==> src/rtl/disp_pkg.sv <==
// disp_pkg: segment order, hex glyph table and scan timing helpers for display_mux_n
package disp_pkg;
  localparam int SEG_A = 0, SEG_B = 1, SEG_C = 2, SEG_D = 3, SEG_E = 4, SEG_F = 5, SEG_G = 6;
  localparam int SEG_W = 7;
  typedef logic [SEG_W-1:0] seg_t;
  // glyphs packed as {g,f,e,d,c,b,a}, entry 0 in the low bits
  localparam logic [16*SEG_W-1:0] GLYPHS = {
    7'h71, 7'h79, 7'h5E, 7'h39, 7'h7C, 7'h77, 7'h6F, 7'h7F,
    7'h07, 7'h7D, 7'h6D, 7'h66, 7'h4F, 7'h5B, 7'h06, 7'h3F
  };
  function automatic seg_t hex_glyph(input logic [3:0] n);
    return GLYPHS[n*SEG_W +: SEG_W];
  endfunction
  function automatic int phase_cyc(input int clk_freq, input int frame_hz, input int nd);
    int c = clk_freq / (frame_hz * nd * 16);
    return c < 1 ? 1 : c;
  endfunction
  function automatic int blink_cyc(input int clk_freq, input int blink_hz);
    int c = clk_freq / (2 * blink_hz);
    return c < 1 ? 1 : c;
  endfunction
endpackage

==> src/rtl/seg7_decode.sv <==
// seg7_decode: combinational nibble to 7-segment {g,f,e,d,c,b,a}; nib in, seg out
module seg7_decode
  import disp_pkg::*;
(
  input  logic [3:0] nib,
  output seg_t       seg
);
  assign seg = hex_glyph(nib);
endmodule

==> src/rtl/display_mux_n.sv <==
// display_mux_n: N-digit multiplexed 7-seg driver with frame shadowing, LZ blanking, blink, DP and PWM
// Ports: CLK/RST (sync, active-high); DIGITS, DP_IN, BLINK_MASK, LZ_BLANK, BRIGHT in;
//        CA one-hot digit, AN {g..a}, DP, FRAME_TICK out (CA/AN/DP inverted when ACTIVE_LOW)
module display_mux_n
  import disp_pkg::*;
#(
  parameter int CLK_FREQ   = 125_000_000,
  parameter int NUM_DIGITS = 4,
  parameter int FRAME_HZ   = 250,
  parameter int BLINK_HZ   = 2,
  parameter bit ACTIVE_LOW = 1'b0
) (
  input  logic                    CLK,
  input  logic                    RST,
  input  logic [4*NUM_DIGITS-1:0] DIGITS,
  input  logic [NUM_DIGITS-1:0]   DP_IN,
  input  logic [NUM_DIGITS-1:0]   BLINK_MASK,
  input  logic                    LZ_BLANK,
  input  logic [3:0]              BRIGHT,
  output logic [NUM_DIGITS-1:0]   CA,
  output logic [6:0]              AN,
  output logic                    DP,
  output logic                    FRAME_TICK
);
  localparam int PC = phase_cyc(CLK_FREQ, FRAME_HZ, NUM_DIGITS);
  localparam int BC = blink_cyc(CLK_FREQ, BLINK_HZ);
  localparam int PW = PC > 1 ? $clog2(PC) : 1;
  localparam int BW = BC > 1 ? $clog2(BC) : 1;
  localparam int SW = $clog2(NUM_DIGITS);
  logic [PW-1:0] presc;
  logic [3:0] phase, phase_q, br_sh;
  logic [SW-1:0] slot, slot_q;
  logic [BW-1:0] blink_cnt;
  logic blink_on, valid_q, lz_sh, ft_r, dp_r;
  logic [4*NUM_DIGITS-1:0] dig_sh;
  logic [NUM_DIGITS-1:0] dp_sh, bm_sh, lz_hit, ca_r;
  logic [6:0] an_r;
  seg_t seg;
  logic load, presc_end, blanked, lit;
  seg7_decode u_dec (.nib(dig_sh[{slot_q, 2'b00} +: 4]), .seg(seg));
  // digit s is a leading zero when it and every more-significant nibble are 0
  always_comb begin
    lz_hit = '0;
    for (int s = 1; s < NUM_DIGITS; s++) lz_hit[s] = (dig_sh >> (4 * s)) == '0;
  end
  assign load      = presc == '0 && phase == '0 && slot == '0;
  assign presc_end = presc == PW'(PC - 1);
  assign blanked   = (bm_sh[slot_q] & ~blink_on) | (lz_sh & lz_hit[slot_q]);
  assign lit       = phase_q <= br_sh && !blanked;
  // outputs use the previous cycle's counters so each slot spans exactly its 16 phases
  always_ff @(posedge CLK) begin
    if (RST) begin
      presc <= '0; phase <= '0; slot <= '0;
      dig_sh <= '0; dp_sh <= '0; bm_sh <= '0; lz_sh <= 1'b0; br_sh <= '0;
      blink_cnt <= '0; blink_on <= 1'b1;
      slot_q <= '0; phase_q <= '0; valid_q <= 1'b0;
      ca_r <= '0; an_r <= '0; dp_r <= 1'b0; ft_r <= 1'b0;
    end else begin
      presc <= presc_end ? '0 : presc + 1'b1;
      if (presc_end) phase <= phase + 1'b1;
      if (presc_end && phase == 4'd15) slot <= slot == SW'(NUM_DIGITS - 1) ? '0 : slot + 1'b1;
      if (load) begin
        dig_sh <= DIGITS; dp_sh <= DP_IN; bm_sh <= BLINK_MASK; lz_sh <= LZ_BLANK; br_sh <= BRIGHT;
      end
      ft_r <= load;
      blink_cnt <= blink_cnt == BW'(BC - 1) ? '0 : blink_cnt + 1'b1;
      if (blink_cnt == BW'(BC - 1)) blink_on <= ~blink_on;
      slot_q  <= slot;
      phase_q <= phase;
      valid_q <= 1'b1;
      ca_r <= valid_q ? NUM_DIGITS'(1) << slot_q : '0;
      an_r <= valid_q && lit ? seg : '0;
      dp_r <= valid_q && lit && dp_sh[slot_q];
    end
  end
  assign CA         = {NUM_DIGITS{ACTIVE_LOW}} ^ ca_r;
  assign AN         = {7{ACTIVE_LOW}} ^ an_r;
  assign DP         = ACTIVE_LOW ^ dp_r;
  assign FRAME_TICK = ft_r;
endmodule

==> config.mk <==
export PLATFORM = sky130hd
export DESIGN_NAME = display_mux_n
export DESIGN_NICKNAME = d
export VERILOG_FILES = /design/src/rtl/disp_pkg.sv /design/src/rtl/seg7_decode.sv /design/src/rtl/display_mux_n.sv
export SDC_FILE = /design/constraint.sdc
export NUM_CORES = 1
export LEC_CHECK = 0
export CORE_UTILIZATION = 50
export CTS_CLUSTER_DIAMETER = 150
export DETAILED_ROUTE_END_ITERATION = 6
export PLACE_DENSITY_LB_ADDON = 0.2
export SYNTH_ARGS = -nofsm -noshare
export SYNTH_HDL_FRONTEND = slang
export SYNTH_SLANG_ARGS = --single-unit
==> constraint.sdc <==
create_clock -name CLK -period 2.6 [get_ports CLK]
set_input_delay 0.52 -clock CLK [delete_from_list [all_inputs] [get_ports CLK]]
set_output_delay 0.52 -clock CLK [all_outputs]
set_load 0.02 [all_outputs]
==> flow_metrics.py, run 1 <==
metrics = {
    "placed_design": {
        "place_worst_setup_slack_ns": 0.464,
        "portBuffers": 43,
        "hpwl_mm": 5.57,
        "gp_congestion": 0.809,
    },
    "min_path": {
        "holdCritPathClass": "flop to flop",
    },
    "timing": {
        "rsz0062_at_grt": "false",
        "fin_setup_tns_ns": 0,
        "hold_viol_final": 0,
        "finalCritPeriodShare_pct": 82.0,
        "fmax_ghz": 0.469,
        "drv_slew": 0,
        "tightest_slew_ns": 0.549,
        "setup_ws_ns": 0.469,
        "setup_viol": 0,
        "fin_worst_skew_ns": 0.0163,
        "period_needed_ns": 2.13,
        "slew_headroom_pct": 63.3,
    },
    "worst_setup_path": {
        "endpoint_kind": "flop",
        "critPathCapture": "AN[3]",
        "required_ns": 2.82,
        "r2r_cells": 7,
        "cp.arrival_ns": 2.35,
        "path_max_fanout": 12,
        "worst-setup-path-type": "flop to flop",
        "start_kind": "flop",
        "rr_startpoint": "slot_q[0]",
        "r2r-end": "AN[3]",
        "crit_start": "slot_q[0]",
        "rrSetupSlack_ns": 0.47,
    },
    "final_layout": {
        "synthToLayoutAreaGrowth_pct": 17.3,
        "final_net_count": 552,
        "antenna_cells": 0,
        "n_fill_cell": 702,
        "drive_gt1_share_pct": 10.3,
    },
    "clocking": {
        "clk_path_buf_depth": 2,
        "ctsHoldBuffers": 0,
        "cts_tree": "done",
        "clkTransAtPathRegs_ns": 0.08,
        "cts_buffers": 9,
        "cts-root-buf": "clkbuf_8",
        "htreeDepth": 3,
        "clock_sinks": 94,
        "clock_latency_ns": 0.35,
        "postCtsSetupRepairBufs": 0,
        "ctsResizeCount": 0,
    },
    "grt": {
        "grt_pass1_wl_mm": 13.4,
        "grt_max_degree": 45,
        "antenna_found_initial": 0,
        "overflow": 0,
        "grt_pass1_vias": 2947,
        "gr-usage-all-layers_pct": 19.4,
    },
    "floorplanning": {
        "pin_count": 44,
        "start_util_pct": 52.7,
        "dieArea_sq_um": 8690,
        "die_h_um": 93.2,
        "die_w_um": 93.2,
        "fp-row-count": 32,
        "core-area_sq_um": 7890,
    },
    "logic_synthesis": {
        "netlist_area_sq_um": 4160,
        "synth.distinct_cells": 47,
        "synth_edf_count": 0,
        "synth_ff_type": "dfxtp_1",
        "synth_top_area_share_pct": 45.2,
        "synth_seq_cells": 94,
        "synth_top_area_cell": "dfxtp_1",
        "syn_inst": 466,
        "yosys-top-cells-area": "dfxtp_1 (45%), nand2_1 (6.8%), ha_1 (5.4%)",
        "ys_warn_count": 0,
        "synthesis.nets": 515,
        "ys_seq_area_share_pct": 45.2,
        "synth_area_per_cell_sq_um": 8.92,
        "async_reset_ff_share_pct": 0,
    },
    "power_and_ir_drop": {
        "swShare_pct": 23.2,
        "p_leak_nw": 1.80,
        "power_density_nw_per_um2": 621,
        "internal_power_mw": 2.33,
        "p_seq_share_pct": 51.0,
        "vdd_drop_max_uv": 323,
        "p_comb_share_pct": 11.8,
        "switchingPower_mw": 0.703,
        "p_clk_share_pct": 37.2,
    },
    "route": {
        "drt_wl_total_mm": 7.71,
        "routed_via_density": 5.20,
        "drt_iter0_markers": 102,
        "vias": 3167,
        "dr.pass1.iters": 5,
        "ant_nets": 0,
        "drc_errors": 0,
        "routedWlPerCell_um": 12.7,
    },
    "run_status": {
        "outcome": "completed",
    },
    "run": {
        "maxCapViolations": 0,
    },
}
[through the flow]
| stage | power (mW) | std cells | instance area (sq um) | hold slack [ns] | util (%) |
|---|---|---|---|---|---|
| 3_5_place_dp | 1.94 | 594 | 4640 | 0.446 | 58.9 |
| 3_3_place_gp | 1.93 | 594 | 4640 | 0.428 | 58.9 |
| 5_1_grt | 3.16 | 609 | 4880 | 0.480 | 61.8 |
| 4_1_cts | 3.06 | 609 | 4880 | 0.457 | 61.8 |
| 2_1_floorplan | 1.82 | 466 | 4160 | 0.418 | - |
| 6_report | 3.03 | 609 | 4880 | 0.456 | 61.8 |
[per-layer routing]
layer | global-route usage [%] | vias to the layer above | share of wire, %
met5 | 0 | - | 0
met4 | 5.77 | 0 | 1.1
met3 | 3.74 | 7 | 2.9
met2 | 30.8 | 46 | 46
met1 | 26.6 | 1477 | 50
li1 | - | 1637 | -
[power groups by stage]
stage	Combinational (mW)	Clock (mW)	Sequential, mW
5_1_grt	0.399	1.21	1.55
3_3_place_gp	0.355	0	1.58
3_5_place_dp	0.360	0	1.58
4_1_cts	0.362	1.15	1.54
2_1_floorplan	0.235	0	1.58
6_report	0.357	1.13	1.54
[cell usage after synthesis (9+ instances only)]
| cell | count |
|---|---|
| dfxtp_1 | 94 |
| nand2_1 | 75 |
| nor2_1 | 57 |
| a21oi_1 | 27 |
| xnor2_1 | 25 |
| ha_1 | 18 |
| inv_1 | 18 |
| nand3_1 | 16 |
| xor2_1 | 13 |
| nor4_1 | 12 |
| clkbuf_1 | 11 |
| a21oi_2 | 10 |
| nand2_2 | 10 |
| and3_1 | 9 |
[worst min path at each step]
stage	to	from	cells after the start
after floorplan	blink_cnt[0]	blink_cnt[0]	1
after global placement	blink_cnt[0]	blink_cnt[0]	1
after detailed placement	lz_sh	lz_sh	2
after CTS	bm_sh[3]	bm_sh[3]	2
after global routing	bm_sh[3]	bm_sh[3]	2
final	bm_sh[3]	bm_sh[3]	2
[worst max-delay path: stages (launching register included)]
cell and delay [ns]:
dfxtp_1 0.67, mux4_2 0.64, inv_1 0.17, ha_1 0.27, nand2_1 0.06, o21ai_0 0.07, nand2_1 0.07, a21oi_1 0.06
[registers in the layout (all words and copies together), names as in the netlist]
register and count:
blink_cnt 25, dig_sh 16, presc 13, AN 7, CA 4, bm_sh 4, br_sh 4, dp_sh 4
phase 4, phase_q 4, slot 2, slot_q 2, DP 1, FRAME_TICK 1, blink_on 1, lz_sh 1
valid_q 1
[cell type report]
cell class | count | area [sq um] | area share [%]
clock buffers | 11 | 141 | 2.90
flip-flops and latches | 94 | 1880 | 38.6
inverters | 18 | 67.6 | 1.38
clock inverters | 4 | 95.1 | 1.95
multi-input cells | 334 | 2120 | 43.4
repair buffers | 46 | 448 | 9.18
well taps | 102 | 128 | 2.62
[cell families (layout without fill, tap and decap cells)]
| family | Yosys count | after routing | share of synthesized area (%) |
|---|---|---|---|
| buffers and inverters | 38 | 79 | 4.00 |
| muxes | 8 | 8 | 3.73 |
| and+or+nand+nor | 220 | 220 | 25.9 |
| adders and majority gates | 18 | 18 | 5.42 |
| AOI/OAI and AO/OA | 50 | 50 | 7.67 |
| DFF | 94 | 94 | 45.2 |
| xor gates and xnor gates | 38 | 38 | 8.00 |
[cell usage in the layout, fill, tap and decap left out, types with 5 or more instances in the layout]
cell,netlist,layout
nor3_1,7,7
nand2_1,75,75
inv_1,18,18
nand2_2,10,10
ha_1,18,18
nor2b_1,5,5
dfxtp_1,94,94
and3_1,9,9
xor2_1,13,13
nand3_1,16,16
a21oi_1,27,27
clkbuf_8,0,10
nand4_1,8,8
mux4_2,6,6
xnor2_1,25,25
a21oi_2,10,10
nor4_1,12,12
clkdlybuf4s50_1,0,42
nor2_1,57,57
Note: power is estimated with default switching activity, not from simulation.
==> run 2: changes to the inputs <==
clock period = 1.8 ns   (was 2.6 ns; I/O delays follow)
==> flow_metrics.py, run 2 (synthesized netlist as in run 1, its figures left out) <==
metrics = {
    "floorplanning": {
        "core-area_sq_um": 7890,
        "fp-row-count": 32,
        "start_util_pct": 52.7,
        "die_w_um": 93.2,
        "dieArea_sq_um": 8690,
        "pin_count": 44,
        "die_h_um": 93.2,
    },
    "clocking": {
        "cts_tree": "done",
        "clock_latency_ns": 0.36,
        "ctsHoldBuffers": 0,
        "cts_buffers": 9,
        "cts-root-buf": "clkbuf_8",
        "clkTransAtPathRegs_ns": 0.08,
        "htreeDepth": 3,
        "clk_path_buf_depth": 2,
        "clock_sinks": 94,
    },
    "min_path": {
        "whs_path_depth": 1,
        "holdCritPathClass": "flop to flop",
        "hold_path_end": "blink_cnt[0]",
        "min_from": "blink_cnt[0]",
    },
    "power_and_ir_drop": {
        "power_density_nw_per_um2": 802,
        "vdd_drop_max_uv": 573,
        "p_leak_nw": 2.26,
    },
    "placed_design": {
        "gp_congestion": 0.825,
        "portBuffers": 43,
        "hpwl_mm": 6.12,
    },
    "route": {
        "vias": 3629,
        "drt_wl_total_mm": 11.2,
        "dr.pass1.iters": 5,
        "routedWlPerCell_um": 16.7,
        "drt_iter0_markers": 144,
        "ant_nets": 0,
        "drc_errors": 0,
        "routed_via_density": 5.42,
    },
    "grt": {
        "overflow": 0,
        "gr-usage-all-layers_pct": 23.8,
        "grt_pass1_vias": 3385,
        "grtUsageMet3_pct": 5.37,
        "antenna_found_initial": 0,
        "met2_usage_pct": 42.8,
        "grt_max_degree": 27,
        "use_met1_pct": 27.9,
        "grt_pass1_wl_mm": 16.1,
        "busiest_layer": "met2",
    },
    "worst_setup_path": {
        "r2r-end": "dig_sh[15]",
        "worst-setup-path-type": "flop to flop",
        "endpoint_kind": "flop",
        "rrSetupSlack_ns": -0.22,
        "cp_slowest_stage_delay_ns": 0.55,
        "r2r_cells": 7,
        "rr_startpoint": "presc[1]",
        "path_max_fanout": 7,
        "crit_family": "simple AND/OR/NAND/NOR gates",
        "crit_chain": "inv_2, ha_4, or4bb_4, buf_4, or3_4, nand2_1, a21oi_1",
        "critPathBufInv": 2,
        "start_kind": "flop",
        "cp.arrival_ns": 2.25,
        "required_ns": 2.04,
        "crit_slowest_cell": "or4bb_4",
    },
    "final_layout": {
        "largest-register": "blink_cnt",
        "regArea_sq_um": 1890,
        "layout_common_cells": "dfxtp_1 (88), nor2_1 (48), nand2_1 (43)",
        "drive_gt1_share_pct": 36.5,
        "multi_input_area_sq_um": 2560,
        "synthToLayoutAreaGrowth_pct": 42.1,
        "final_net_count": 611,
        "antenna_cells": 0,
        "n_fill_cell": 509,
        "post-route-util_pct": 75.0,
        "final_common_cell": "dfxtp_1",
        "largest_register_ffs": 25,
        "top_regs": "blink_cnt x25, dig_sh x16, presc x13",
    },
    "timing": {
        "period_needed_ns": 2.02,
        "setup_ws_ns": -0.219,
        "whs_ns": 0.443,
        "fin_worst_skew_ns": 0.0170,
        "slew_headroom_pct": 75.2,
        "hold_viol_final": 0,
        "finalCritPeriodShare_pct": 112,
        "fmax_ghz": 0.495,
        "rsz0062_at_grt": "true",
        "drv_slew": 0,
        "tightest_slew_ns": 0.371,
        "setup_viol": 45,
    },
    "run_status": {
        "failed_checks": "negative setup slack",
        "outcome": "finished, violations left",
    },
    "run": {
        "maxCapViolations": 0,
    },
}
## run 2: changes by cell type in the layout (fill, tap and decap cells not counted), sizes merged
cell and delta:
clkbuf +2, buf +56, or3 +2, bufinv -1, inv -1, clkinv +2
## run 2: area by class of cell
type | instances | share of cell area, %
Multi-Input combinational cell | 336 | 43.2
Sequential cell | 94 | 32.0
Timing Repair Buffer | 103 | 17.7
Clock buffer | 12 | 2.46
Tap cell | 102 | 2.16
Inverter | 18 | 1.27
Clock inverter | 4 | 1.19
## run 2: timing repair
| item | 4_1_cts | 5_1_grt |
|---|---|---|
| pin swaps | 58 | 31 |
| gates resized for setup | 63 | 74 |
| cloned | 5 | 1 |
| setup buffers | 5 | 12 |
| endpoints found under the setup margin | 52 | 66 |
## run 2: per-layer routing
layer / share of wire, % / up-vias / wire [um]
met2: 50 / 138 / 5630
met5: 0 / - / 0
li1: - / 1767 / -
met3: 6.3 / 27 / 698
met4: 2.4 / 0 / 271
met1: 41 / 1697 / 4570
## run 2: stage by stage
step	instance area [sq um]	TNS [ns]	instances	setup WS (ns)	power [mW]
5_1_grt	5910	-8.01	669	-0.248	4.88
6_report	5910	-5.63	669	-0.219	4.74
3_5_place_dp	4950	-7.20	631	-0.215	2.86
3_3_place_gp	4950	-5.62	631	-0.152	2.84
2_1_floorplan	4180	-5.01	466	-0.210	2.63
4_1_cts	5490	-5.05	657	-0.175	4.56
## run 2: power breakdown
| part | internal, mW | leakage, nW | switching, mW |
|---|---|---|---|
| registers | 2.17 | 0.768 | 0.0667 |
| clock network | 0.819 | 0.110 | 0.735 |
| logic | 0.466 | 1.38 | 0.484 |
| total | 3.46 | 2.26 | 1.29 |
## run 2: worst register-to-register path: cells and delay by family, from the launching register on
| family | cells | cell delay, ns |
|---|---|---|
| AND/OR/NAND/NOR | 3 | 1.14 |
| flip-flops | 1 | 0.34 |
| buffers and inverters | 2 | 0.24 |
| adder cells (fa/ha/maj) | 1 | 0.12 |
| AO/OA/AOI/OAI | 1 | 0.07 |
## run 2: worst max-delay path by stage
stage          depth (start not counted)      from  slack (ns)          to
2_1_floorplan                          7  presc[8]       -0.21    br_sh[1]
3_3_place_gp                           5  presc[8]       -0.15    dp_sh[2]
3_5_place_dp                           5  presc[8]       -0.22    bm_sh[2]
4_1_cts                                9  phase[0]       -0.17    dp_sh[0]
5_1_grt                                9  presc[1]       -0.25   dig_sh[3]
6_report                               7  presc[1]       -0.22  dig_sh[15]
==> run 3: changes to the inputs <==
ABC_CLOCK_PERIOD_IN_PS = 1800   (was default)
GPL_ROUTABILITY_DRIVEN = 0   (was default)
==> results of run 3 <==
Same layout as run 2: the final DEF is identical, and so are final timing and power.
